## src/rtl/mem_bus_arbiter_pkg.sv

```systemverilog
// Shared encodings for the CPU memory-port arbiter: access lengths and FSM states.
package mem_bus_arbiter_pkg;

  localparam int MEM_LEN_BITS = 2;
  typedef logic [MEM_LEN_BITS-1:0] mem_len_t;

  localparam mem_len_t MEM_LEN_B = 2'd0;
  localparam mem_len_t MEM_LEN_H = 2'd1;
  localparam mem_len_t MEM_LEN_W = 2'd2;

  typedef enum logic [2:0] {
    ARB_IDLE   = 3'd0,
    ARB_WAIT_I = 3'd1,
    ARB_WAIT_D = 3'd2,
    ARB_RESP_I = 3'd3,
    ARB_RESP_D = 3'd4
  } arb_state_t;

endpackage

```

## src/rtl/mem_bus_arbiter.sv

```systemverilog
// Two-master (fetch/data) arbiter onto a single registered memory bus.
// Data has priority; fetch wins after STARVE_LIMIT data grants taken while it waited.
module mem_bus_arbiter
  import mem_bus_arbiter_pkg::*;
#(
  parameter int unsigned STARVE_LIMIT = 2
) (
  input  logic        clk,
  input  logic        rst,
  input  logic        i_req,
  input  logic [31:0] i_addr,
  output logic        i_ack,
  output logic [31:0] i_rdata,
  input  logic        flush,
  input  logic        d_req,
  input  logic        d_we,
  input  mem_len_t    d_len,
  input  logic [31:0] d_addr,
  input  logic [31:0] d_wdata,
  output logic        d_ack,
  output logic [31:0] d_rdata,
  output logic        m_req,
  output logic        m_we,
  output mem_len_t    m_len,
  output logic [31:0] m_addr,
  output logic [31:0] m_wdata,
  input  logic        m_ready,
  input  logic [31:0] m_rdata,
  output logic        busy
);

  localparam int CNT_W = (STARVE_LIMIT < 1) ? 1 : $clog2(STARVE_LIMIT + 1);
  localparam logic [CNT_W-1:0] CNT_MAX = CNT_W'(STARVE_LIMIT);

  arb_state_t       state;
  logic [CNT_W-1:0] starve_cnt;
  logic             drop;
  logic             starved;

  assign starved = (starve_cnt == CNT_MAX) && i_req;

  // NOTE: i_ack looks at flush combinationally so a redirect arriving in the
  // response cycle itself still suppresses the acknowledge.
  assign i_ack = (state == ARB_RESP_I) && !drop && !flush;
  assign d_ack = (state == ARB_RESP_D);
  assign busy  = (state != ARB_IDLE);

  // NOTE: all state below is updated with non-blocking assignments so every
  // register samples the pre-edge values, independent of statement order.
  always_ff @(posedge clk) begin
    if (rst) begin
      state      <= ARB_IDLE;
      m_req      <= 1'b0;
      m_we       <= 1'b0;
      m_len      <= '0;
      m_addr     <= '0;
      m_wdata    <= '0;
      i_rdata    <= '0;
      d_rdata    <= '0;
      drop       <= 1'b0;
      starve_cnt <= '0;
    end else begin
      case (state)
        ARB_IDLE: begin
          if (d_req && !starved) begin
            m_req   <= 1'b1;
            m_we    <= d_we;
            m_len   <= d_len;
            m_addr  <= d_addr;
            m_wdata <= d_wdata;
            state   <= ARB_WAIT_D;
            if (!i_req)
              starve_cnt <= '0;
            else if (starve_cnt != CNT_MAX)
              starve_cnt <= starve_cnt + CNT_W'(1);
          end else if (i_req && !flush) begin
            m_req      <= 1'b1;
            m_we       <= 1'b0;
            m_len      <= MEM_LEN_W;
            m_addr     <= i_addr;
            state      <= ARB_WAIT_I;
            starve_cnt <= '0;
          end
        end

        ARB_WAIT_I: begin
          // A flushed fetch still runs to completion on the bus; only its ack is lost.
          if (flush) drop <= 1'b1;
          if (m_ready) begin
            m_req   <= 1'b0;
            i_rdata <= m_rdata;
            state   <= ARB_RESP_I;
          end
        end

        ARB_WAIT_D: begin
          if (m_ready) begin
            m_req   <= 1'b0;
            d_rdata <= m_rdata;
            state   <= ARB_RESP_D;
          end
        end

        ARB_RESP_I: begin
          drop  <= 1'b0;
          state <= ARB_IDLE;
        end

        ARB_RESP_D: state <= ARB_IDLE;

        default: state <= ARB_IDLE;
      endcase
    end
  end

endmodule
```

## config.mk

```make
export PLATFORM = sky130hd
export DESIGN_NAME = mem_bus_arbiter
export DESIGN_NICKNAME = d
export VERILOG_FILES = /design/src/rtl/mem_bus_arbiter_pkg.sv /design/src/rtl/mem_bus_arbiter.sv
export SDC_FILE = /design/constraint.sdc
export NUM_CORES = 1
export LEC_CHECK = 0
export ABC_AREA = 0
export CAP_MARGIN = 20
export CORE_ASPECT_RATIO = 0.5
export CORE_MARGIN = 2
export CORE_UTILIZATION = 40
export CTS_CLUSTER_DIAMETER = 120
export DETAILED_ROUTE_END_ITERATION = 7
export PLACE_DENSITY = 0.79
export SLEW_MARGIN = 20
export SYNTH_ARGS = -nofsm -noshare
export SYNTH_HDL_FRONTEND = slang
export SYNTH_SLANG_ARGS = --single-unit
```

## constraint.sdc

```tcl
create_clock -name clk -period 2.25 [get_ports clk]
set_input_delay 0.45 -clock clk [delete_from_list [all_inputs] [get_ports clk]]
set_output_delay 0.45 -clock clk [all_outputs]
set_load 0.02 [all_outputs]
```

* Word level (Yosys, flattened, before mapping)
Index checks and enable logic that the tools add are counted.
** Cells by class
- $add $sub $neg :: 1
- Equality and inequality tests :: 12
- Mux-type cells :: 21
- Reductions and logical operators :: 22
** Operators by type and width (count)
- 32-bit two-way mux :: 2
- 2-bit two-way mux :: 6
- 3-bit two-way mux :: 4
- 2-bit AND reduction :: 5
- 3-bit one-hot mux with 3 select lines :: 1
- 3-bit AND reduction :: 3
- 2-bit inequality test (second input constant) :: 4
- 3-bit by 2-bit equality test with 1-bit output (second input constant) :: 2
- 1-bit two-way mux :: 6
- 2-bit nonzero test :: 3
- 1-bit logical AND :: 5
- 1-bit one-hot mux with 2 select lines :: 2
- 3-bit by 1-bit equality test with 1-bit output (second input constant) :: 1
- 3-bit equality test (second input constant) :: 1
- 1-bit zero test :: 3
- 3-bit zero test :: 1
- 3-bit by 2-bit inequality test with 1-bit output (second input constant) :: 1
- 3-bit inequality test (second input constant) :: 1
- 3-bit nonzero test :: 1
- 2-bit by 1-bit adder with 2-bit output (second input constant) :: 1
- 2-bit equality test (second input constant) :: 1
- 2-bit by 1-bit inequality test with 1-bit output (second input constant) :: 1
- 2-bit OR reduction :: 1
** Word-level totals
- Bits in registers :: 138
- Bits of input ports :: 137
- Output and inout bits :: 135

* Longest topological paths before layout
- Depth after elaboration :: 6
- Gate-level depth with buffers :: 7
- Depth with buffers taken out :: 5

* Least setup slack after synthesis
Ideal clock, no wire load.
- Path kind :: register to register
- From :: reg starve_cnt[0]
- To :: reg m_addr[22]
- Library setup time :: 0.087 ns
- Arrival :: 1.438 ns
- Data required time :: 2.163 ns
- Slack :: 0.725 ns
- Cell stages (with the launch flop) :: 7
- Path buffers :: 1
- Clock period less this slack :: 1.525 ns
- Cell sequence :: dfxtp_1 > inv_1 > ha_1 > a21boi_2 > clkbuf_1 > a21oi_1 > a221oi_2
** On the way
- Longest elaborated chain between the ends :: 6
- Elaborated cells between the ends (all ways) :: 7
- Those cells by class :: eq/ne (1); mux (1); reduce/logical (5)
** RTL lines
- start, declared :: line mem_bus_arbiter.sv:36 : logic [CNT_W-1:0] starve_cnt;
- start signal, assigned :: line mem_bus_arbiter.sv:75 : starve_cnt <= starve_cnt + CNT_W'(1);
- 2-bit equality test * :: line mem_bus_arbiter.sv:40 : assign starved = (starve_cnt == CNT_MAX) && i_req;
- 1-bit logical AND * :: line mem_bus_arbiter.sv:40
- 1-bit zero test * :: line mem_bus_arbiter.sv:65 : if (d_req && !starved) begin
- 1-bit logical AND * :: line mem_bus_arbiter.sv:65
- 2-bit nonzero test (no line)
- 2-bit AND reduction (no line)
- end signal, assigned :: line mem_bus_arbiter.sv:69 : m_addr <= d_addr;
- end signal, assigned :: line mem_bus_arbiter.sv:80 : m_addr <= i_addr;
- end, declared :: line mem_bus_arbiter.sv:25 : output logic [31:0] m_addr,
Mark *: on every way between the ends. The rest lies on a longest branch, timed or not.
A chain may end at the register's enable or synchronous reset.

* Worst setup path after layout
- From :: reg state[0]
- To :: out busy
** On the way
- Longest elaborated chain between the ends :: 1
** RTL lines
- start, declared :: line mem_bus_arbiter.sv:35 : arb_state_t state;
- start signal, assigned :: line mem_bus_arbiter.sv:52 : state <= ARB_IDLE;
- start signal, assigned :: line mem_bus_arbiter.sv:71 : state <= ARB_WAIT_D;
- start signal, assigned :: line mem_bus_arbiter.sv:81 : state <= ARB_WAIT_I;
- 3-bit nonzero test :: line mem_bus_arbiter.sv:46 : assign busy = (state != ARB_IDLE);
- end, declared :: line mem_bus_arbiter.sv:29 : output logic busy
Every way passes these cells.

==> flow_metrics.tcl <==
set metrics [dict create \
    status "completed" \
    end_kind "primary output" \
    netlist_top_cells_count "dfxtp_1 (138), a21oi_1 (132), nand2_1 (131), o21ai_0 (62), nand3_1 (37)" \
    die-height_um 87.70 \
    critPathSlowestCell "clkdlybuf4s50_1" \
    start_kind "flop" \
    syn_area_um2 5604 \
    synth-seq-cells 138 \
    fillers 1078 \
    viasPerCell 5.169 \
    crit_path_cell_trace "buf_4 > nor3_4 > inv_2 > clkdlybuf4s50_1" \
    synth_edf_count 0 \
    die_w_um 171.4 \
    ios 272 \
    detail-route-antenna-nets 0 \
    syn_area_per_cell_um2 8.415 \
    port_buffers 271 \
    ys_types 37 \
    routedWlPerCell_um 17.06 \
    clk_pin_slew_ns 0.06 \
    finalSetupViolCount 0 \
    seqPwrFrac_pct 37.1 \
    root_buffer "clkbuf_16" \
    grt_first_pass_wirelength_um 28490 \
    start_util_pct 41.13 \
    place_congestion 0.7858 \
    skew_ns 0.009781 \
    clock_latency_ns 0.42 \
    power_frac_comb_pct 20.1 \
    dieArea_um2 15030 \
    num_rows 30 \
    finalHoldViolCount 0 \
    cts_max_level 4 \
    fmax_mhz 467.7 \
    route.detailed.drc 0 \
    ys_async_sr_fraction_pct 0 \
    antenna_found_initial 0 \
    grt_usage_pct 24.27 \
    hold_path.class "flop to flop" \
    final_max_slew_viol_count 0 \
    vias 5763 \
    hold_buffers 0 \
    worstPathMaxFanout 10 \
    cts_tree "yes" \
    cellLeakagePower_nw 3.207 \
    rsz0062_at_grt "no" \
    tns_ns 0 \
    dpl.hpwl_um 12910 \
    maxCapViolations 0 \
    finalCritPeriodShare_pct 95.03 \
    cp.required_ns 1.80 \
    core_region_area_um2 13630 \
    fin_crit_ns 2.138 \
    setup_slack_ns 0.1118 \
    crit_type "flop to primary output" \
    cts.path.max_buffers 2 \
    ys_seq_area_share_pct 49.30 \
    whs_ns 0.4533 \
    antenna-diode-count 0 \
    routed_wl_um 19030 \
    slowest_delay_ns 0.55 \
    tightest_slew_ns 0.6997 \
    cts_buffers 17 \
    synth_fp_nets 804 \
    dp_slack_ns 0.09303 \
    slew-limit-headroom_pct 53.35 \
    p_clk_share_pct 42.9 \
    finish.cell_count_without_fillers 1115 \
    grt_max_degree 69 \
    synthTopCellsByArea "dfxtp_1 (49%), a21oi_1 (12%), nand2_1 (8.8%)" \
    synth_top_area_cell "dfxtp_1" \
    area_growth_pct 63.61 \
    cp_top_family "buffers and inverters" \
    first_iter_violations 319 \
    place_inst 1083 \
    netlist_instances 666 \
    crit_arrival_ns 1.69 \
    dr.pass1.iters 5 \
    drive_gt1_share_pct 9.642 \
    numClockSinks 138 \
    power_density_nw_per_um2 791.8 \
    peakVddDrop_uv 572.6 \
    synth_warnings 0 \
    synth.most_common_cell "dfxtp_1" \
    overflow 0 \
    synthFlopType "dfxtp_1" \
    p_int_mw 5.313 \
    postCtsSetupRepairBufs 0 \
    finalNetCount 1048 \
    worstPathBufferInverterCount 3 \
    switching_share_pct 26.81 \
    synth_top_area_share_pct 49.30 \
    p_switching_mw 1.946 \
    grt_pass1_vias 5594 \
]
## worst reg2reg max path, delay by kind of cell, from the launching register on
family	cells	cell delay, ns
simple gates	1	0.20
compound gates	2	0.54
buf+inv	3	0.81
flops	1	0.30
## cell families (layout without fill, tap and decap cells)
family / Yosys count / after routing / synth area share, %
adders and majority gates: 1 / 1 / 0.2232
xor gates and xnor gates: 1 / 1 / 0.1563
AOI/OAI and AO/OA: 240 / 240 / 27.48
buffers and inverters: 101 / 358 / 8.350
and+or+nand+nor: 185 / 185 / 14.49
DFF: 138 / 138 / 49.30
## metrics by stage
stage	utilization, %	power [mW]	cell area (um^2)
floorplan	-	3.474	5604
global placement	62.38	4.160	8499
CTS	67.25	7.300	9164
global route	67.29	7.509	9169
detailed placement	62.38	4.191	8499
finish	67.29	7.259	9169
## cell usage in the layout, fill, tap and decap left out, types with 2 or more instances in the layout
cell type and n:
clkdlybuf4s50_1 268, dfxtp_1 136, a21oi_1 132, nand2_1 131
o21ai_0 62, nand3_1 37, inv_1 35, a221oi_2 28
clkbuf_16 17, buf_4 11, buf_12 9, bufinv_16 5
a221oi_1 4, nand2b_1 3, o21ai_1 3, a211oi_1 3
clkinvlp_4 3, clkinv_4 3, nor2_1 2, nand4bb_1 2
a31oi_1 2, inv_6 2, dlymetal6s2s_1 2, dfxtp_2 2
## registers in the layout, indices dropped and copies added, names as in the netlist
register and cells:
state 3, m_wdata 32, drop 1, m_we 1, m_req 1, d_rdata 32
starve_cnt 2, m_len 2, m_addr 32, i_rdata 32
## per-layer routing
layer,share of wire (%),up-vias,track usage [%]
met5,0,-,0
met4,3.9,0,13.87
met3,4.9,52,4.564
met2,50,188,43.11
met1,41,2737,28.03
li1,-,2786,-
## layout make-up
type	count	area (um^2)	area share, %
repair buffers	290	2970	32.40
inverters	36	135.1	1.474
clock buffers	19	442.9	4.831
clock inverters	13	216.5	2.361
well taps	192	240.2	2.620
flip-flops and latches	138	2765	30.16
multi-input cells	427	2399	26.16
## worst paths after layout
check | depth (start not counted) | from | to | slack, ns
worst max-delay path | 4 | state[0] | busy | 0.11
worst min-delay path | 2 | i_rdata[17] | i_rdata[17] | 0.45
worst max register to register | 6 | state[0] | m_addr[19] | 0.31
worst min register to register | 2 | i_rdata[17] | i_rdata[17] | 0.45
## power groups by stage
stage          combinational, mW  clock (mW)  sequential [mW]
2_1_floorplan              0.559           0             2.91
3_3_place_gp                1.42           0             2.74
3_5_place_dp                1.45           0             2.74
4_1_cts                     1.46        3.15             2.69
5_1_grt                     1.55        3.25             2.71
6_report                    1.46        3.11             2.69
## timing repair
| action | 4_1_cts | 5_1_grt |
|---|---|---|
| cloned | 0 | 0 |
| setup endpoints to repair | 3 | 2 |
| gates resized for setup | 3 | 2 |
| pin swaps | 0 | 0 |
No activity file was read; power rests on OpenSTA's default activity.
